File: src/rtl/booth_radix4_mult_param.sv
// Sequential radix-4 (modified Booth) multiplier, WIDTH-bit operands, signed or unsigned.
// Two multiplier bits are retired per clock. Both modes run WIDTH/2+1 steps so the latency
// does not depend on the mode. The handshake is start/busy/done, and the product register
// holds its value until the next done.
module booth_radix4_mult_param #(
    parameter int WIDTH = 32
) (
    input  logic                 clk,
    input  logic                 rst_n,
    input  logic                 start,
    input  logic                 signed_mode,
    input  logic [WIDTH-1:0]     inputA,
    input  logic [WIDTH-1:0]     inputB,
    output logic                 busy,
    output logic                 done,
    output logic [2*WIDTH-1:0]   outResult
);

    // Operands are widened by two bits so that the unsigned and signed cases share one
    // signed datapath: a zero-extended unsigned value is a non-negative signed value.
    localparam int W2 = WIDTH + 2;
    localparam int N  = W2 / 2;
    localparam int AW = W2 + 2;       // room for +/-2M without overflow
    localparam int CW = $clog2(N + 1);

    localparam logic [0:0] ST_IDLE = 1'b0;
    localparam logic [0:0] ST_RUN  = 1'b1;

    generate
        if (WIDTH < 4 || (WIDTH % 2) != 0) begin : g_bad_width
            $error("booth_radix4_mult_param: WIDTH must be even and >= 4");
        end
    endgenerate

    logic [0:0]         state_q, state_d;
    logic [W2-1:0]      m_q, m_d;
    logic [AW-1:0]      acc_q, acc_d;
    logic [W2-1:0]      q_q, q_d;
    logic               qm1_q, qm1_d;
    logic [CW-1:0]      cnt_q, cnt_d;
    logic               busy_q, busy_d;
    logic               done_q, done_d;
    logic [2*WIDTH-1:0] result_q, result_d;

    logic [W2-1:0]      a_ext, b_ext;
    logic [AW-1:0]      m_sx, m2_sx, term, acc_sum, acc_shift;
    logic [W2-1:0]      q_shift;
    logic               qm1_shift;
    logic               last_step;

    // Operand extension: sign bits replicate only in signed mode.
    always_comb begin
        a_ext = {{2{signed_mode & inputA[WIDTH-1]}}, inputA};
        b_ext = {{2{signed_mode & inputB[WIDTH-1]}}, inputB};
    end

    // One Booth step: select the term from {Q[1],Q[0],q_m1}, add it, then shift right by 2.
    always_comb begin
        m_sx  = {{2{m_q[W2-1]}}, m_q};
        m2_sx = m_sx << 1;
        unique case ({q_q[1:0], qm1_q})
            3'b001, 3'b010: term = m_sx;
            3'b011:         term = m2_sx;
            3'b100:         term = -m2_sx;
            3'b101, 3'b110: term = -m_sx;
            default:        term = '0;
        endcase
        acc_sum   = acc_q + term;
        // Arithmetic shift of the whole {ACC,Q,q_m1} chain.
        acc_shift = {{2{acc_sum[AW-1]}}, acc_sum[AW-1:2]};
        q_shift   = {acc_sum[1:0], q_q[W2-1:2]};
        qm1_shift = q_q[1];
        last_step = (cnt_q == CW'(N - 1));
    end

    // Next-state logic for the IDLE/RUN controller and the datapath registers.
    always_comb begin
        state_d  = state_q;
        m_d      = m_q;
        acc_d    = acc_q;
        q_d      = q_q;
        qm1_d    = qm1_q;
        cnt_d    = cnt_q;
        busy_d   = busy_q;
        done_d   = 1'b0;
        result_d = result_q;
        unique case (state_q)
            ST_IDLE: begin
                if (start) begin
                    m_d     = a_ext;
                    q_d     = b_ext;
                    acc_d   = '0;
                    qm1_d   = 1'b0;
                    cnt_d   = '0;
                    busy_d  = 1'b1;
                    state_d = ST_RUN;
                end
            end
            ST_RUN: begin
                acc_d = acc_shift;
                q_d   = q_shift;
                qm1_d = qm1_shift;
                cnt_d = cnt_q + CW'(1);
                if (last_step) begin
                    // Low 2*WIDTH bits of the final {ACC,Q}; the upper bits are sign copies.
                    result_d = {acc_shift[WIDTH-3:0], q_shift};
                    done_d   = 1'b1;
                    busy_d   = 1'b0;
                    state_d  = ST_IDLE;
                end
            end
            default: begin
                state_d = ST_IDLE;
                busy_d  = 1'b0;
            end
        endcase
    end

    // State registers; reset discards any in-flight operation.
    always_ff @(posedge clk or negedge rst_n) begin
        if (!rst_n) begin
            state_q  <= ST_IDLE;
            m_q      <= '0;
            acc_q    <= '0;
            q_q      <= '0;
            qm1_q    <= 1'b0;
            cnt_q    <= '0;
            busy_q   <= 1'b0;
            done_q   <= 1'b0;
            result_q <= '0;
        end else begin
            state_q  <= state_d;
            m_q      <= m_d;
            acc_q    <= acc_d;
            q_q      <= q_d;
            qm1_q    <= qm1_d;
            cnt_q    <= cnt_d;
            busy_q   <= busy_d;
            done_q   <= done_d;
            result_q <= result_d;
        end
    end

    assign busy      = busy_q;
    assign done      = done_q;
    assign outResult = result_q;

endmodule
File: config.mk
export PLATFORM = sky130hd
export DESIGN_NAME = booth_radix4_mult_param
export DESIGN_NICKNAME = d
export VERILOG_FILES = /design/src/rtl/booth_radix4_mult_param.sv
export SDC_FILE = /design/constraint.sdc
export NUM_CORES = 1
export LEC_CHECK = 0
export ABC_AREA = 1
export ABC_CLOCK_PERIOD_IN_PS = 4700
export BUFFER_PORTS_ARGS = -buffer_cell sky130_fd_sc_hd__buf_4
export CAP_MARGIN = 20
export CORE_MARGIN = 10
export CORE_UTILIZATION = 57
export CTS_CLUSTER_SIZE = 20
export DETAILED_ROUTE_END_ITERATION = 10
export GPL_TIMING_DRIVEN = 0
export PLACE_DENSITY = 0.87
export SYNTH_ARGS = -nofsm -noshare
export SYNTH_HDL_FRONTEND = slang
export SYNTH_SLANG_ARGS = --single-unit
export TNS_END_PERCENT = 100
File: constraint.sdc
create_clock -name clk -period 4.7 [get_ports clk]
set_input_delay 0.47 -clock clk [delete_from_list [all_inputs] [get_ports clk]]
set_output_delay 0.47 -clock clk [all_outputs]
set_load 0.01 [all_outputs]
* Word level (Yosys, flattened, before mapping)
Cells that the tools add are included.
** Operators by class
- Add/sub/neg operators :: 4
- Equal/unequal tests :: 9
- Mux-type cells :: 17
- Bitwise logic cells :: 3
- Reduce and logical (&&, ||, !) cells :: 5
** Operators with widths (number)
- case mux 36 bit (4 select lines) :: 1
- negation 36 bit :: 2
- case mux 36 bit (2 select lines) :: 1
- case mux 34 bit (2 select lines) :: 1
- adder 36 bit :: 1
- two-way mux 36 bit :: 1
- two-way mux 34 bit :: 1
- case mux 5 bit (2 select lines) :: 1
- == test 3 bit (second input constant) :: 3
- two-way mux 1 bit :: 7
- == test 3 x 2 -> 1 bit (second input constant) :: 2
- case mux 1 bit (2 select lines) :: 3
- AND reduction 2 bit :: 3
- adder 5 x 1 -> 5 bit (second input constant) :: 1
- == test 5 bit (second input constant) :: 1
- two-way mux 5 bit :: 1
- OR reduction 2 bit :: 2
- == test 3 x 1 -> 1 bit (second input constant) :: 1
- AND 1 bit :: 2
- != test 2 x 1 -> 1 bit (second input constant) :: 1
- != test 2 bit (second input constant) :: 1
- NOT 1 bit :: 1
** Storage, ports and cells
- Flip-flop bits (word level) :: 176
- Input port bits :: 68
- Output and inout port bits :: 66
- Logic and storage cells :: 47

* Longest topological paths before layout
Gate-level depths: netlist (run 1).
- Depth in word-level cells :: 5
- Gate-level depth with buffers :: 25
- Mapped depth without buffers :: 25

* Least setup slack after synthesis (run 1)
No wires, ideal clock.
- Path kind :: reg2reg
- Start point :: reg m_q[0]
- End point :: reg result_q[50] (netlist: outResult[50])
- Library setup time :: 118 ps
- Data arrival time :: 2904 ps
- Required time :: 4582 ps
- Setup slack :: 1678 ps
- Stages on the path, launching flop included :: 21
- Buffers on the path :: 0
- Period minus slack after synthesis :: 3022 ps
- Cell sequence :: dfrtp_1 -> inv_1 -> ha_1 -> nand2_2 -> nor2_4 -> nand3_2 -> nor2_1 -> nand2_1 -> xor2_1 -> a21oi_1 -> o21ai_0 -> ha_1 -> nand2_1 -> o21ai_0 -> a21oi_1 -> nand2_1 -> nand2_1 -> nand2_1 -> or2_2 -> nand3_1 -> nand2_1
** On the way
- Longest elaborated chain between the ends :: 3
- Elaborated cells on any way between the ends :: 4
- Those cells by class :: add/sub: 3; mux: 1
** Ends and longest elaborated chain
- from (decl) :: line 36 : logic [W2-1:0] m_q, m_d;
- from (signal assigned) :: line 133 : m_q <= m_d;
- negation 36 bit (on tied branches) :: line 65, 64
- case mux 36 bit (4 select lines) (*) :: line 61 : unique case ({q_q[1:0], qm1_q})
- adder 36 bit (*) :: line 68 : acc_sum = acc_q + term;
- to (signal assigned) :: line 140 : result_q <= result_d;
- to (decl) :: line 43 : logic [2*WIDTH-1:0] result_q, result_d;
Mark *: on every way between the ends. The rest lies on a longest branch, timed or not.
A chain may end at the register's enable or synchronous reset.

* Final worst setup path (run 1)
- Start point :: reg m_q[0]
- End point :: reg acc_q[32]
** On the way
- Longest elaborated chain between the ends :: 4
- Elaborated cells on any way between the ends :: 5
- Those cells by class :: add/sub: 3; mux: 2
** Ends and longest elaborated chain
- negation 36 bit (on tied branches) :: line 65, 64
- case mux 36 bit (4 select lines) (*) :: line 61
- adder 36 bit (*) :: line 68
- case mux 36 bit (2 select lines) (*) :: line 87 : unique case (state_q)
- to (signal assigned) :: line 124 : acc_q <= '0;
- to (signal assigned) :: line 134 : acc_q <= acc_d;
- to (decl) :: line 37 : logic [AW-1:0] acc_q, acc_d;
Marks and branches as above.

==> results of run 1 <==
[metal layers]
| metal | wire (um) | vias up | GRT usage | share of wire |
|---|---|---|---|---|
| li1 | - | 5155 | - | - |
| met1 | 14800 | 5054 | 0.373 | 0.41 |
| met2 | 16400 | 541 | 0.470 | 0.46 |
| met3 | 2980 | 103 | 0.0713 | 0.083 |
| met4 | 1720 | 0 | 0.148 | 0.048 |
| met5 | 0 | - | 0 | 0 |
[cell usage after synthesis, types with 2 or more instances]
library cell | instances | area (um^2)
a21oi_1 | 54 | 270
clkbuf_4 | 2 | 15.0
inv_1 | 112 | 420
nor2_2 | 7 | 43.8
o2111ai_1 | 6 | 52.6
nor2_1 | 98 | 368
o221ai_1 | 7 | 61.3
nand3_2 | 3 | 30.0
a221o_1 | 2 | 20.0
clkbuf_1 | 30 | 113
nor2_4 | 5 | 56.3
nand4_1 | 31 | 194
o21bai_1 | 4 | 30.0
buf_2 | 6 | 30.0
nand3_1 | 101 | 505
a221oi_1 | 2 | 17.5
o21ai_1 | 2 | 10.0
ha_1 | 38 | 475
o211ai_1 | 13 | 97.6
nor3_1 | 12 | 60.1
xor2_1 | 21 | 184
nor4_1 | 2 | 12.5
o21a_1 | 5 | 37.5
nand2_1 | 538 | 2020
xnor2_1 | 11 | 96.3
buf_1 | 10 | 37.5
o22ai_1 | 10 | 62.6
o21ai_0 | 107 | 536
or2_2 | 7 | 43.8
dfrtp_1 | 174 | 4350
a21o_1 | 2 | 15.0
inv_2 | 11 | 41.3
a22oi_1 | 11 | 82.6
nand2_2 | 4 | 25.0
nand3b_1 | 13 | 97.6
[cell type report]
type	instances	area share
multi-input combinational	1124	0.446
sequential	174	0.347
timing repair buffer	135	0.0832
inverter	124	0.0371
clock buffer	17	0.0339
tap	229	0.0229
buffer	48	0.0156
clock inverter	14	0.0136
[worst paths after layout]
check	startpoint	endpoint	slack, ns	cells past startpoint
max in group asynchronous	rst_n	outResult[18]	3.21	3
min in group asynchronous	rst_n	m_q[23]	0.55	2
hold / removal	inputB[20]	q_q[20]	0.22	3
setup reg to reg	m_q[0]	acc_q[32]	0.55	21
setup / recovery	m_q[0]	acc_q[32]	0.55	21
hold reg to reg	outResult[59]	outResult[59]	0.48	2
[repair_timing]
| action | 4_1_cts | 5_1_grt |
|---|---|---|
| hold endpoints to repair | 42 | 0 |
| buffers inserted | 0 | 0 |
| hold buffers | 1 | 0 |
[through the flow]
step	util	std cells	setup WS [ns]	hold WS, ns
after floorplan	-	1470	1.68	0.174
after detailed placement	0.658	1833	0.746	0.447
after CTS	0.691	1865	0.697	0.211
after global routing	0.691	1865	0.325	0.226
after global placement	0.656	1832	0.782	0.465
final	0.691	1865	0.547	0.221
[sequential cells by signal (all words and copies together), names as in the netlist]
name	flops
acc_q	34
q_q	34
busy	1
m_q	33
done	1
outResult	64
qm1_q	1
state_q	1
cnt_q	5
[critical path, cell delays in order, from the launching register on]
cell and delay, ns:
dfrtp_1 0.38, inv_1 0.18, ha_1 0.24, nand2_2 0.09, nor2_4 0.12, nand3_2 0.14, nor2_1 0.24, nand4_1 0.14
xor2_1 0.19, inv_1 0.08, nand2_1 0.06, nand4_1 0.16, ha_1 0.42, nand2_1 0.13, nor2_1 0.43, nand2_1 0.21
nor4_1 0.35, nand3_1 0.17, nand3_1 0.12, nand2_1 0.06, nand3_1 0.07, nand2_1 0.06
[cell families (layout without fill, tap and decap cells)]
family,after synthesis,count (layout),synth area share
compound gates,229,229,0.126
fa+ha+maj,39,39,0.0467
flops,174,174,0.410
buf+inv,172,338,0.0622
xor+xnor,32,32,0.0264
simple gates,824,824,0.329
==> reports/results.tsv, run 1 <==
metric	value	unit
Post-DRT Antenna Nets	0	
Final min period	4.15	ns
CP required	5.04	ns
Final Max Slew Viols	0	
DR vias	10900	
synthesis warning total	0	
sequential cell area	4350	um^2
final setup skew	0.0163	ns
DRC viols	0	
Die Height	156	um
element type at the critical path end	register	
Seq/Total Area, Yosys	0.410	
relative slew slack	0.495	
Max Root-Sink Buffers	2	
number of global-route vias before repair	10800	
Synth cell types	44	
Setup crit start kind	register	
H-tree depth	4	
Cell Area, Placed	11900	um^2
Post-synth EDFFs	0	
f_max	241	MHz
Root Driver	clkbuf_16	
gr usage total	0.297	
FILL cells	1569	
Core Footprint	18100	um^2
drt wl/cell	19.2	um
Vias/cell	5.82	
number of nets in the layout	1731	
io pins	134	
Syn Inst Count	1470	
Max Cap Viol	0	
Post-Syn Nets	1577	
number of antenna violations at the first check in global routing	0	
Cell Area, Synth	10600	um^2
Final Instance Area	12500	um^2
Post-Synthesis Mean Instance Area	7.22	um^2
Synth async-reset ratio	1.00	
die area	24500	um^2
most common cell after layout, fill and taps aside	nand2_1	
HPWL after DPL	28000	um
clock sinks	174	
commonest cells after routing, fill and taps aside	538 x nand2_1, 174 x dfrtp_1, 132 x buf_4, 112 x inv_1, 107 x o21ai_0	
DRT Pass-1 Iters	7	
status	complete, no violations	
total routed wirelength	35900	um
row cnt	49	
initial DRC count	1094	
pin count of the biggest net entering global routing	109	
Die X	156	um
Synth Flop Type	dfrtp_1	
RSZ-0062 raised after global routing	no	
setup TNS	0	ns
Crit Path Max Fanout	6	
worst-margin pin slew	0.758	ns
Yosys reg bits	174	
clock latency on the worst-skew pair	0.45	ns
ANT cells	0	
area grow syn2layout	18.1	%
Num CTS Buffers	17	
Initial Util	0.585	
post_cts resized	0	
worst hold path class	in2reg	
Tcrit/Tclk final	0.884	
final setup violating endpoints	0	
gr ovfl total	0	
Hold Vio Cnt, Final	0	
placer congestion estimate	0.982	
Crit Path Category	reg2reg	
CTS tree	built	
Reg clk slew, reported paths	0.08	ns
first-pass GRT wire length	57000	um
share of layout cells above drive strength 1	0.131	
CP arrival	4.49	ns
multi-input logic area	5600	um^2
IO Port Bufs	133	
Power of run 1 is left out: the tool's default activity adds up to more than one toggle a clock period on the data nets, which glitch-free logic cannot reach.
==> run 2, diff against run 1 <==
CELL_PAD_IN_SITES_DETAIL_PLACEMENT = 0   (was unset)
CELL_PAD_IN_SITES_GLOBAL_PLACEMENT = 2   (was unset)
CORE_UTILIZATION = 36   (was 57)
PLACE_DENSITY = 0.94   (was 0.87)
==> reports/results.tsv, run 2 (synthesized netlist as in run 1, its figures left out) <==
metric	value	unit	change
CP cell instances	inv_1 > ha_1 > nand2_2 > nor2_4 > nand3_2 > nor3_4 > xor2_1 > nand2_1 > nand2_1 > o21bai_1 > ha_1 > nand2_1 > nor2_1 > inv_1 > nor3_1 > nand4_1 > nand3_1 > nor2_1 > nand3b_1 > nand2_1		
Tcrit/Tclk final	0.906		+0.0227
status	complete, no violations		
area grow syn2layout	19.7	%	
die area	36700	um^2	+50%
Post-CTS Setup Repair Bufs	0		unchanged
Crit Path Category	reg2reg		
CP dominant cell by count	nand2_1		
io pins	134		unchanged
DRT Pass-1 Iters	5		-2
CP required	5.08	ns	+0.04 ns
number of nets in the layout	1731		unchanged
element type at the critical path end	register		
pin count of the biggest net entering global routing	118		+8.3%
relative slew slack	0.482		-0.0129
Max Root-Sink Buffers	2		unchanged
clock sinks	174		unchanged
Post-DRT Antenna Nets	0		unchanged
Die Height	192	um	+23%
DR vias	10600		-2.2%
f_max	235	MHz	-2.5%
Die X	192	um	+23%
DRC viols	0		unchanged
share of layout cells above drive strength 1	0.131		about the same
placer congestion estimate	0.959		-2.3%
Hold Vio Cnt, Final	0		unchanged
commonest cells after routing, fill and taps aside	538 x nand2_1, 174 x dfrtp_1, 132 x buf_4, 112 x inv_1, 107 x o21ai_0		
Core Footprint	28900	um^2	+59%
H-tree depth	4		unchanged
worst r2r src	m_q[0]		
Reg clk slew, reported paths	0.08	ns	about the same
FILL cells	3033		+93%
IO Port Bufs	133		unchanged
hold path start	inputB[24]		
Final min period	4.26	ns	+0.107 ns
most common cell after layout, fill and taps aside	nand2_1		
fin worst setup slack	0.441	ns	-0.107 ns
final setup violating endpoints	0		unchanged
Top delay family on crit path	simple AND/OR/NAND/NOR gates		
Max Cap Viol	0		unchanged
Crit path largest cell delay	0.49	ns	+0.06 ns
number of antenna violations at the first check in global routing	0		unchanged
gr usage total	0.221		-0.0754
first-pass GRT wire length	62200	um	+9.1%
Crit Path Max Fanout	6		unchanged
CTS tree	built		
Bufs and invs on worst path	2		unchanged
number of global-route vias before repair	10600		-1.8%
Crit-path slowest cell	ha_1		
total routed wirelength	40300	um	+12%
row cnt	62		+27%
Final Max Slew Viols	0		unchanged
initial DRC count	851		-22%
Vias/cell	5.25		-9.7%
final setup skew	0.0126	ns	-0.00373 ns
clock latency on the worst-skew pair	0.45	ns	about the same
dpl ws	0.632	ns	-0.114 ns
worst hold path class	in2reg		
Initial Util	0.368		-0.217
drt wl/cell	19.9	um	+3.5%
HPWL after DPL	32100	um	+15%
ANT cells	0		unchanged
Critical Path Start	m_q[0]		
CP arrival	4.64	ns	+0.15 ns
RSZ-0062 raised after global routing	no		
Setup crit start kind	register		
worst-margin pin slew	0.769	ns	+0.0112 ns
Root Driver	clkbuf_16		
Num CTS Buffers	17		unchanged
Largest register FFs	64		unchanged
setup TNS	0	ns	unchanged
gr ovfl total	0		unchanged
## run 2: cell count changes in the layout (fill, tap and decap cells not counted), sizes merged
| cell | delta |
|---|---|
| clkbuf | +3 |
| clkinvlp | +2 |
| inv | -2 |
| bufinv | -1 |
| clkinv | -1 |
## run 2: worst paths after layout
| path | end | slack, ns | depth (start not counted) |
|---|---|---|---|
| worst min-delay path | q_q[24] | 0.22 | 3 |
| min in group asynchronous | outResult[16] | 0.54 | 2 |
| worst max register to register | acc_q[18] | 0.44 | 20 |
| worst max-delay path | acc_q[18] | 0.44 | 20 |
| worst min register to register | outResult[23] | 0.48 | 2 |
| max in group asynchronous | acc_q[9] | 3.15 | 3 |
## run 2: metal layers
| layer | routed length, um | vias to the layer above | share of wire | track usage |
|---|---|---|---|---|
| met3 | 2740 | 38 | 0.068 | 0.0501 |
| met2 | 17900 | 311 | 0.44 | 0.342 |
| met4 | 853 | 0 | 0.021 | 0.0667 |
| met5 | 0 | - | 0 | 0 |
| met1 | 18800 | 5105 | 0.47 | 0.301 |
| li1 | - | 5163 | - | - |
## run 2: worst reg2reg max path: stages (launching register included)
cell and delay, ns:
dfrtp_1 0.38, inv_1 0.21, ha_1 0.24, nand2_2 0.09, nor2_4 0.12, nand3_2 0.14
nor3_4 0.36, xor2_1 0.15, nand2_1 0.08, nand2_1 0.05, o21bai_1 0.26, ha_1 0.49
nand2_1 0.20, nor2_1 0.20, inv_1 0.14, nor3_1 0.34, nand4_1 0.15, nand3_1 0.25
nor2_1 0.09, nand3b_1 0.16, nand2_1 0.09
## run 2: per-stage QoR
stage | area, um^2 | cells | hold WS [ns] | utilization
after global placement | 12100 | 1987 | 0.464 | 0.419
after floorplan | 10600 | 1470 | 0.174 | -
final | 12700 | 2021 | 0.219 | 0.440
after global routing | 12700 | 2021 | 0.206 | 0.440
after CTS | 12700 | 2021 | 0.206 | 0.440
after detailed placement | 12100 | 1988 | 0.441 | 0.420
## run 2: layout make-up
type                            count  area [um^2]  area share
Buffer                             48          195      0.0154
Clock inverter                     12          105     0.00828
Inverter                          124          465      0.0367
Clock buffer                       20          457      0.0360
Tap cell                          384          480      0.0378
Timing Repair Buffer              135         1040      0.0822
Multi-Input combinational cell   1124         5600       0.441
Sequential cell                   174         4350       0.343
## run 2: what timing repair did
action | CTS | global route
hold buffers | 1 | 0
gates resized for setup | 0 | 0
hold endpoints to repair | 57 | 0
Power of run 2 is left out for the same reason.
